File: config.mk
export PLATFORM = sky130hd
export DESIGN_NAME = bmd_256_latency_drain
export DESIGN_NICKNAME = d
export VERILOG_FILES = /design/src/rtl/bmd_256_lat_pkg.sv /design/src/rtl/bmd_256_lat_stats.sv /design/src/rtl/bmd_256_latency_drain.sv
export SDC_FILE = /design/constraint.sdc
export NUM_CORES = 1
export LEC_CHECK = 0
export BUFFER_PORTS_ARGS = -buffer_cell sky130_fd_sc_hd__buf_2
export CORE_ASPECT_RATIO = 1.75
export CORE_MARGIN = 8
export CORE_UTILIZATION = 55
export CTS_CLUSTER_DIAMETER = 50
export DETAILED_ROUTE_END_ITERATION = 12
export PLACE_DENSITY_LB_ADDON = 0.1
export SLEW_MARGIN = 20
export SYNTH_ARGS = -nofsm -noshare
export SYNTH_HDL_FRONTEND = slang
export SYNTH_SLANG_ARGS = --single-unit
File: constraint.sdc
create_clock -name clk -period 12.66 [get_ports clk]
set_input_delay 1.266 -clock clk [delete_from_list [all_inputs] [get_ports clk]]
set_output_delay 1.266 -clock clk [all_outputs]
set_load 0.1 [all_outputs]
File: src/rtl/bmd_256_lat_pkg.sv
// Shared widths, FSM state encoding and latency type for the TX-side timestamp drain.
package bmd_256_lat_pkg;

    localparam int unsigned TS_W  = 48;
    localparam int unsigned SUM_W = 64;
    localparam int unsigned CNT_W = 14;

    typedef enum logic [2:0] {
        IDLE  = 3'd0,
        ARMED = 3'd1,
        POP   = 3'd2,
        CALC  = 3'd3,
        DONE  = 3'd4
    } state_t;

    typedef logic [TS_W-1:0] lat_t;

endpackage

File: src/rtl/bmd_256_lat_stats.sv
// Latency statistics: last/min/max, saturating sum and sample count, updated on each valid sample.
module bmd_256_lat_stats
    import bmd_256_lat_pkg::*;
(
    input  logic             clk,
    input  logic             clr,
    input  logic             sample_valid,
    input  lat_t             lat,
    output logic             lat_valid,
    output lat_t             lat_last,
    output lat_t             lat_min,
    output lat_t             lat_max,
    output logic [SUM_W-1:0] lat_sum,
    output logic [CNT_W-1:0] sample_cnt
);

    // One extra bit catches accumulator overflow for saturation.
    logic [SUM_W:0] sum_ext_c;

    assign sum_ext_c = {1'b0, lat_sum} + (SUM_W+1)'(lat);

    always_ff @(posedge clk) begin
        if (clr) begin
            lat_valid  <= 1'b0;
            lat_last   <= '0;
            lat_min    <= '1;
            lat_max    <= '0;
            lat_sum    <= '0;
            sample_cnt <= '0;
        end else begin
            lat_valid <= sample_valid;
            if (sample_valid) begin
                lat_last <= lat;
                if (lat < lat_min) lat_min <= lat;
                if (lat > lat_max) lat_max <= lat;
                lat_sum <= sum_ext_c[SUM_W] ? '1 : sum_ext_c[SUM_W-1:0];
                if (sample_cnt != '1) sample_cnt <= sample_cnt + CNT_W'(1);
            end
        end
    end

endmodule

File: src/rtl/bmd_256_latency_drain.sv
// Pops one RX timestamp per TX packet once the FIFO is full and measures per-packet latency.
module bmd_256_latency_drain
    import bmd_256_lat_pkg::*;
#(
    parameter int unsigned N_SAMPLES = 8192
) (
    input  logic             clk,
    input  logic             rst,
    input  logic             latency_reset_signal,
    input  logic             fifo_read_trigger,
    input  logic             tx_sop,
    input  logic [TS_W-1:0]  waiting_counter,
    input  logic [TS_W-1:0]  fifo_counter_value_out,
    output logic             fifo_counter_read_en,
    output logic             lat_valid,
    output logic [TS_W-1:0]  lat_last,
    output logic [TS_W-1:0]  lat_min,
    output logic [TS_W-1:0]  lat_max,
    output logic [SUM_W-1:0] lat_sum,
    output logic [CNT_W-1:0] sample_cnt,
    output logic [CNT_W-1:0] drop_cnt,
    output logic             done
);

    localparam logic [CNT_W-1:0] LAST_IDX = CNT_W'(N_SAMPLES - 1);

    state_t state, state_next;
    logic   clr_c;
    logic   rd_en_next_c;
    logic   stamp_load_c;
    logic   drop_c;
    logic   calc_c;
    lat_t   tx_stamp;
    lat_t   lat_c;

    assign clr_c = rst | latency_reset_signal;
    // Modular difference: wrap of the free-running counter falls out of the truncation.
    assign lat_c = tx_stamp - fifo_counter_value_out;

    always_ff @(posedge clk) begin
        if (clr_c) begin
            state                <= IDLE;
            fifo_counter_read_en <= 1'b0;
            done                 <= 1'b0;
            drop_cnt             <= '0;
            tx_stamp             <= '0;
        end else begin
            state                <= state_next;
            fifo_counter_read_en <= rd_en_next_c;
            done                 <= (state_next == DONE);
            if (stamp_load_c) tx_stamp <= waiting_counter;
            if (drop_c && (drop_cnt != '1)) drop_cnt <= drop_cnt + CNT_W'(1);
        end
    end

    always_comb begin
        state_next   = state;
        rd_en_next_c = 1'b0;
        stamp_load_c = 1'b0;
        drop_c       = 1'b0;
        calc_c       = 1'b0;
        case (state)
            IDLE: begin
                drop_c = tx_sop;
                if (fifo_read_trigger) state_next = ARMED;
            end
            ARMED: begin
                // Trigger low means FIFO empty: never pop, even on a coincident tx_sop.
                if (!fifo_read_trigger) begin
                    drop_c     = tx_sop;
                    state_next = IDLE;
                end else if (tx_sop) begin
                    stamp_load_c = 1'b1;
                    rd_en_next_c = 1'b1;
                    state_next   = POP;
                end
            end
            POP: begin
                drop_c     = tx_sop;
                state_next = CALC;
            end
            CALC: begin
                drop_c     = tx_sop;
                calc_c     = 1'b1;
                state_next = (sample_cnt == LAST_IDX) ? DONE : ARMED;
            end
            DONE: begin
                drop_c = tx_sop;
            end
            default: state_next = IDLE;
        endcase
    end

    bmd_256_lat_stats u_stats (
        .clk          (clk),
        .clr          (clr_c),
        .sample_valid (calc_c),
        .lat          (lat_c),
        .lat_valid    (lat_valid),
        .lat_last     (lat_last),
        .lat_min      (lat_min),
        .lat_max      (lat_max),
        .lat_sum      (lat_sum),
        .sample_cnt   (sample_cnt)
    );

endmodule

=== After elaboration in Yosys (flattened, before gate mapping) ===
Index checks and enable logic that the tools add are counted.

* Output and inout port bits: 239
* Input port bits: 101
* ROM bits: 0
* Bits in writable memories: 0
* Latch bits: 0
* Logic and storage cells: 44
* Bits in registers: 290
* Memories kept: 0

* Divide/modulo/power cells: 0
* Order comparisons: 2
* Multiply operators: 0
* Equal/unequal tests: 8
* $add $sub $neg: 4
* Shift operators: 0
* Muxes and demuxes: 12
* Reductions and logical operators: 6
* Bitwise gates (word level): 1

{| class="wikitable"
|+ Operator list
! operator !! count
|-
| $add 64x48->65 || 1
|-
| $mux 64 || 1
|-
| $gt 48x48->1 || 1
|-
| $lt 48x48->1 || 1
|-
| $sub 48x48->48 || 1
|-
| $add 14x1->14 const B || 2
|-
| $ne 14x14->1 const B || 2
|-
| $pmux 3 s5 || 1
|-
| $eq 14x13->1 const B || 1
|-
| $mux 3 || 4
|-
| $eq 3x2->1 const B || 2
|-
| $eq 3x3->1 const B || 2
|-
| $reduce_and 2->1 || 3
|-
| $mux 1 || 5
|-
| $reduce_or 4->1 || 1
|-
| $eq 3x1->1 const B || 1
|-
| $logic_not 3->1 || 1
|-
| $pmux 1 s2 || 1
|-
| $logic_and 1x1->1 || 1
|-
| $or 1x1->1 || 1
|}

=== Logic depth before layout (Yosys ltp) ===
* Word-level depth: 4
* Gate-level depth with buffers: 26
* Gate-level depth less buffers: 24

=== By module ===
From an unflattened synthesis, not the netlist that was laid out.

* Cells, all modules: 2307
* Area, all modules: 18820.6 sq um

{| class="wikitable"
|+ By module, submodules not included
! module !! area an instance (sq um) !! sequential area each (sq um) !! cells each !! instances
|-
| bmd_256_lat_stats || 13404.1 || 4464.3 || 1562 || 1
|-
| bmd_256_latency_drain || 5416.4 || 1341.3 || 745 || 1
|}

=== Least setup slack after synthesis ===
OpenSTA, ideal clock, no wires.

* Path type: input to register
* Start point: input port fifo_counter_value_out[0]
* End point: register u_stats.lat_min[10]
* Data arrival time: 5.786 ns
* Library setup time: 0.129 ns
* Slack: 6.744 ns
* Required time: 12.531 ns
* Buffers on the path: 2
* Stages: 24
* Path through: ha_1 fa_1 nand2b_1 a21o_1 a211oi_2 nor3b_2 o21bai_1 a31oi_2 o21a_2 o31ai_1 xnor2_1 inv_1 ha_1 and4_1 nand3_1 nor4_1 nor3b_1 a221oi_1 o21ai_0 a31o_2 clkbuf_1 buf_2 mux2i_1 nand2_1

* Word-level cells in the longest chain between the ends: 3

{| class="wikitable"
|+ Ends and longest elaborated chain
! what !! RTL line !! RTL
|-
| from (decl) || bmd_256_latency_drain.sv:13 || <nowiki>input logic [TS_W-1:0] fifo_counter_value_out,</nowiki>
|-
| $sub 48x48->48 || bmd_256_latency_drain.sv:38 || <nowiki>assign lat_c = tx_stamp - fifo_counter_value_out;</nowiki>
|-
| via lat_c[44] || bmd_256_latency_drain.sv:34 || <nowiki>lat_t lat_c;</nowiki>
|-
| $lt 48x48->1 || bmd_256_lat_stats.sv:34 || <nowiki>if (lat < lat_min) lat_min <= lat;</nowiki>
|-
| $reduce_and 2->1 (no line) || -- ||
|-
| to (signal assigned) || bmd_256_lat_stats.sv:34 ||
|-
| to (decl) || bmd_256_lat_stats.sv:11 || <nowiki>output lat_t lat_min,</nowiki>
|}

The timed path passes the listed nets, and every way through them passes these cells.
A chain may end at the register's enable or synchronous reset.

=== Final worst setup path ===
* Start point: input port fifo_counter_value_out[1]
* End point: register u_stats.lat_min[46]

The elaborated chain is that of the path after synthesis.

==> load_flow_metrics.sql <==
INSERT INTO impl_metrics (metric_group, metric, value, unit) VALUES
('pwr', 'internal_power', '0.00163', 'W'),
('clock_tree', 'ctsLongestPathBuffers', '3', ''),
('layout', 'design.final.nets', '2924', ''),
('outcome', 'run_status', 'completed', ''),
('detailed_routing', 'route.antenna.remaining_nets', '0', ''),
('detailed_routing', 'routed_via_density', '5.82', ''),
('clock_tree', 'clock_tree.root_cell', 'sky130_fd_sc_hd__clkbuf_16', ''),
('die', 'start_util', '55.5', '%'),
('clock_tree', 'clock_insertion_delay_worst_skew', '0.58', 'ns'),
('die', 'core_area', '33500', 'um^2'),
('pwr', 'sw_frac_of_total', '24.9', '%'),
('yosys', 'synth.avg_cell_area', '7.87', 'um^2'),
('critical_path', 'timing.critical_path.required', '13.13', 'ns'),
('hold_path', 'worst_hold_path_type', 'flop to flop', ''),
('critical_path', 'critical_path_arrival', '7.77', 'ns'),
('yosys', 'ys_types', '84', ''),
('timing', 'finalHoldViolations', '0', ''),
('timing', 'post-route-min-period', '7.29', 'ns'),
('pwr', 'p_leak', '10.8', 'nW'),
('yosys', 'syn_area', '18600', 'um^2'),
('placement', 'place_inst', '3051', ''),
('critical_path', 'worst_path_largest_cell_delay', '0.84', 'ns'),
('global_route', 'grt_max_degree', '81', ''),
('pwr', 'seq_power_share', '42.2', '%'),
('die', 'fp-row-count', '89', ''),
('pwr', 'switchingPower', '0.000538', 'W'),
('detailed_routing', 'drt_iter0_drc', '1061', ''),
('clock_tree', 'post_cts.repair.setup_buffers', '0', ''),
('global_route', 'first_global_vias', '18300', ''),
('pwr', 'combinationalPowerShare', '9.4', '%'),
('timing', 'rsz0062_at_grt', 'no', ''),
('placement', 'dpl.hpwl', '47900', 'um'),
('pwr', 'clkPwrFrac', '48.4', '%'),
('yosys', 'synth-seq-cells', '290', ''),
('yosys', 'syn-instance-count', '2366', ''),
('clock_tree', 'clk_transition_reported_paths', '0.07', 'ns'),
('pwr', 'powerDensity', '99.6', 'nW/um^2'),
('clock_tree', 'cts_hold_repair.buffers', '0', ''),
('clock_tree', 'tritoncts.num_buffers', '30', ''),
('timing', 'slew_headroom', '27.8', '%'),
('yosys', 'yosysSeqAreaShare', '31.2', '%'),
('timing', 'final.setup_skew', '0.0112', 'ns'),
('layout', 'drive_above_1_share', '17.2', '%'),
('detailed_routing', 'wire_per_inst', '19.8', 'um'),
('critical_path', 'slowest_stage', 'sky130_fd_sc_hd__a31o_4', ''),
('global_route', 'grt_antenna_before_repair', '1', ''),
('global_route', 'track_usage', '29.7', '%'),
('critical_path', 'endpoint_kind', 'flop', ''),
('die', 'io_pins', '340', ''),
('yosys', 'yosys_warnings', '0', ''),
('timing', 'highest_achievable_clock_rate', '137', 'MHz'),
('job', 'maxCapViolCount', '0', ''),
('yosys', 'mappedNetlistNets', '2662', ''),
('critical_path', 'setup.worst_path.start_class', 'input pin', ''),
('critical_path', 'worst-setup-path-type', 'input pin to flop', ''),
('timing', 'final-setup-viol-count', '0', ''),
('pwr', 'vdd_ir_drop_max', '123', 'uV'),
('yosys', 'synth_edf_count', '0', ''),
('timing', 'fin_max_slew_vios', '0', ''),
('critical_path', 'critical_path.top_delay_family', 'compound AO/OA/AOI/OAI gates', ''),
('detailed_routing', 'drt_pass1_iterations', '5', ''),
('clock_tree', 'clock_sink_count', '290', ''),
('placement', 'final_replace_weighted_congestion', '0.971', ''),
('timing', 'timing.setup.tns', '0', 'ns'),
('die', 'die_w', '155', 'um'),
('yosys', 'synthFlopType', 'sky130_fd_sc_hd__dfxtp_1', ''),
('clock_tree', 'cts-htree-levels', '1', ''),
('global_route', 'global_route_wire_length_before_repair', '96100', 'um'),
('critical_path', 'worstPathCellList', 'buf_2 > inv_1 > ha_1 > nor2b_1 > o31ai_1 > a2111oi_2 > o21ai_1 > a21oi_1 > o211ai_2 > nand2_1 > a21oi_1 > xor2_1 > inv_1 > ha_1 > and4_1 > nand3_1 > nor4_1 > nor3b_1 > a221oi_1 > o21ai_0 > a31o_4 > nor3b_1 > a211o_1', ''),
('clock_tree', 'cts_repair_resize_count', '0', ''),
('critical_path', 'critical_path_buf_inv_count', '3', '');
per-layer routing:
metal	wire length [um]	GRT usage, %
met4	3540	16.6
met2	30200	52.9
met5	0	0
met3	4020	5.25
met1	23700	32.7
synthesized netlist by cell type (18+ instances only):
master / number / share of area (%)
sky130_fd_sc_hd__a211oi_1: 26 / 1.0
sky130_fd_sc_hd__a21o_1: 100 / 4.0
sky130_fd_sc_hd__a21oi_1: 268 / 7.2
sky130_fd_sc_hd__a31oi_1: 21 / 0.71
sky130_fd_sc_hd__clkbuf_1: 102 / 2.1
sky130_fd_sc_hd__dfxtp_1: 290 / 31
sky130_fd_sc_hd__ha_1: 193 / 13
sky130_fd_sc_hd__inv_1: 179 / 3.6
sky130_fd_sc_hd__mux2i_1: 73 / 3.9
sky130_fd_sc_hd__nand2_1: 319 / 6.4
sky130_fd_sc_hd__nand3_1: 41 / 1.1
sky130_fd_sc_hd__nand4_1: 53 / 1.8
sky130_fd_sc_hd__nor2_1: 155 / 3.1
sky130_fd_sc_hd__nor3_1: 39 / 1.0
sky130_fd_sc_hd__o21a_1: 18 / 0.73
sky130_fd_sc_hd__o21ai_0: 125 / 3.4
sky130_fd_sc_hd__xnor2_1: 54 / 2.5
sky130_fd_sc_hd__xor2_1: 54 / 2.5
tightest hold or removal path: stages, from the launching register on:
cell                      delay (ns)
sky130_fd_sc_hd__dfxtp_1        0.31
sky130_fd_sc_hd__nand2_1        0.05
sky130_fd_sc_hd__a21oi_1        0.05
state kept, by name, summed over array words and instances, names as in the netlist:
signal / count
u_stats.lat_last: 48
u_stats.lat_max: 48
u_stats.sample_cnt: 14
u_stats.lat_min: 48
drop_cnt: 14
done: 1
u_stats.lat_sum: 64
u_stats.lat_valid: 1
state: 3
fifo_counter_read_en: 1
tx_stamp: 48
through the flow:
stage / util, % / hold WS, ns / setup WS, ns / total power [W] / area [um^2]
6_report: 64.9 / 0.452 / 5.37 / 0.00217 / 21700
5_1_grt: 64.9 / 0.472 / 4.98 / 0.00223 / 21700
4_1_cts: 64.8 / 0.455 / 5.44 / 0.00218 / 21700
3_5_place_dp: 61.3 / 0.445 / 4.85 / 0.00114 / 20600
3_3_place_gp: 61.3 / 0.440 / 4.95 / 0.00113 / 20600
2_1_floorplan: - / 0.436 / 6.74 / 0.00107 / 18600
power by group through the flow:
stage               Combinational (W)  Sequential (W)  Clock (W)
global route                 0.000223        0.000914    0.00110
CTS                          0.000201        0.000914    0.00106
detailed placement           0.000200        0.000935          0
global placement             0.000197        0.000935          0
floorplan                    0.000130        0.000938          0
finish                       0.000203        0.000914    0.00105
worst paths after layout:
kind | startpoint | end | slack [ns] | cells after the start
max | fifo_counter_value_out[1] | u_stats.lat_min[46]$_SDFFE_PP1P_ | 5.37 | 23
min | u_stats.lat_last[21]$_SDFFE_PP0P_ | u_stats.lat_last[21]$_SDFFE_PP0P_ | 0.45 | 2
max reg2reg | tx_stamp[13]$_SDFFE_PP0P_ | u_stats.lat_min[46]$_SDFFE_PP1P_ | 5.86 | 21
min reg2reg | u_stats.lat_last[21]$_SDFFE_PP0P_ | u_stats.lat_last[21]$_SDFFE_PP0P_ | 0.45 | 2
layout make-up:
| type | count | area (um^2) |
|---|---|---|
| inverters | 179 | 672 |
| fillers | 3024 | 11800 |
| repair buffers | 360 | 1850 |
| clock inverters | 20 | 338 |
| well taps | 455 | 569 |
| diodes | 1 | 2.50 |
| multi-input cells | 1767 | 11700 |
| clock buffers | 36 | 845 |
| flip-flops and latches | 290 | 5810 |
logic make-up (layout without fill, tap and decap cells):
group,after synthesis,count (layout),synth area share [%]
AO/OA/AOI/OAI,677,677,22.6
XOR/XNOR,108,108,5.08
adder cells (fa/ha/maj),195,195,13.2
buffers and inverters,309,595,6.48
flip-flops,290,290,31.2
multiplexers,73,73,3.92
other,0,1,0
AND/OR/NAND/NOR,714,714,17.5
cell usage in the layout (no fill, tap or decap), drive strengths merged, types with 10 or more instances in the layout:
cell	Yosys	routed
nand4	53	53
o211ai	16	16
nor3	42	42
clkbuf	102	36
a31oi	23	23
o21ai	137	137
and2	10	10
nor4	11	11
nand3	41	41
xnor2	54	54
mux2i	73	73
nor2	156	156
nand2	319	319
inv	179	183
o21a	19	19
and3	17	17
a21o	100	100
a211oi	28	28
a21oi	272	272
xor2	54	54
buf	28	360
dfxtp	290	290
ha	193	193
nor2b	17	17
(Power assumes the default switching activity.)
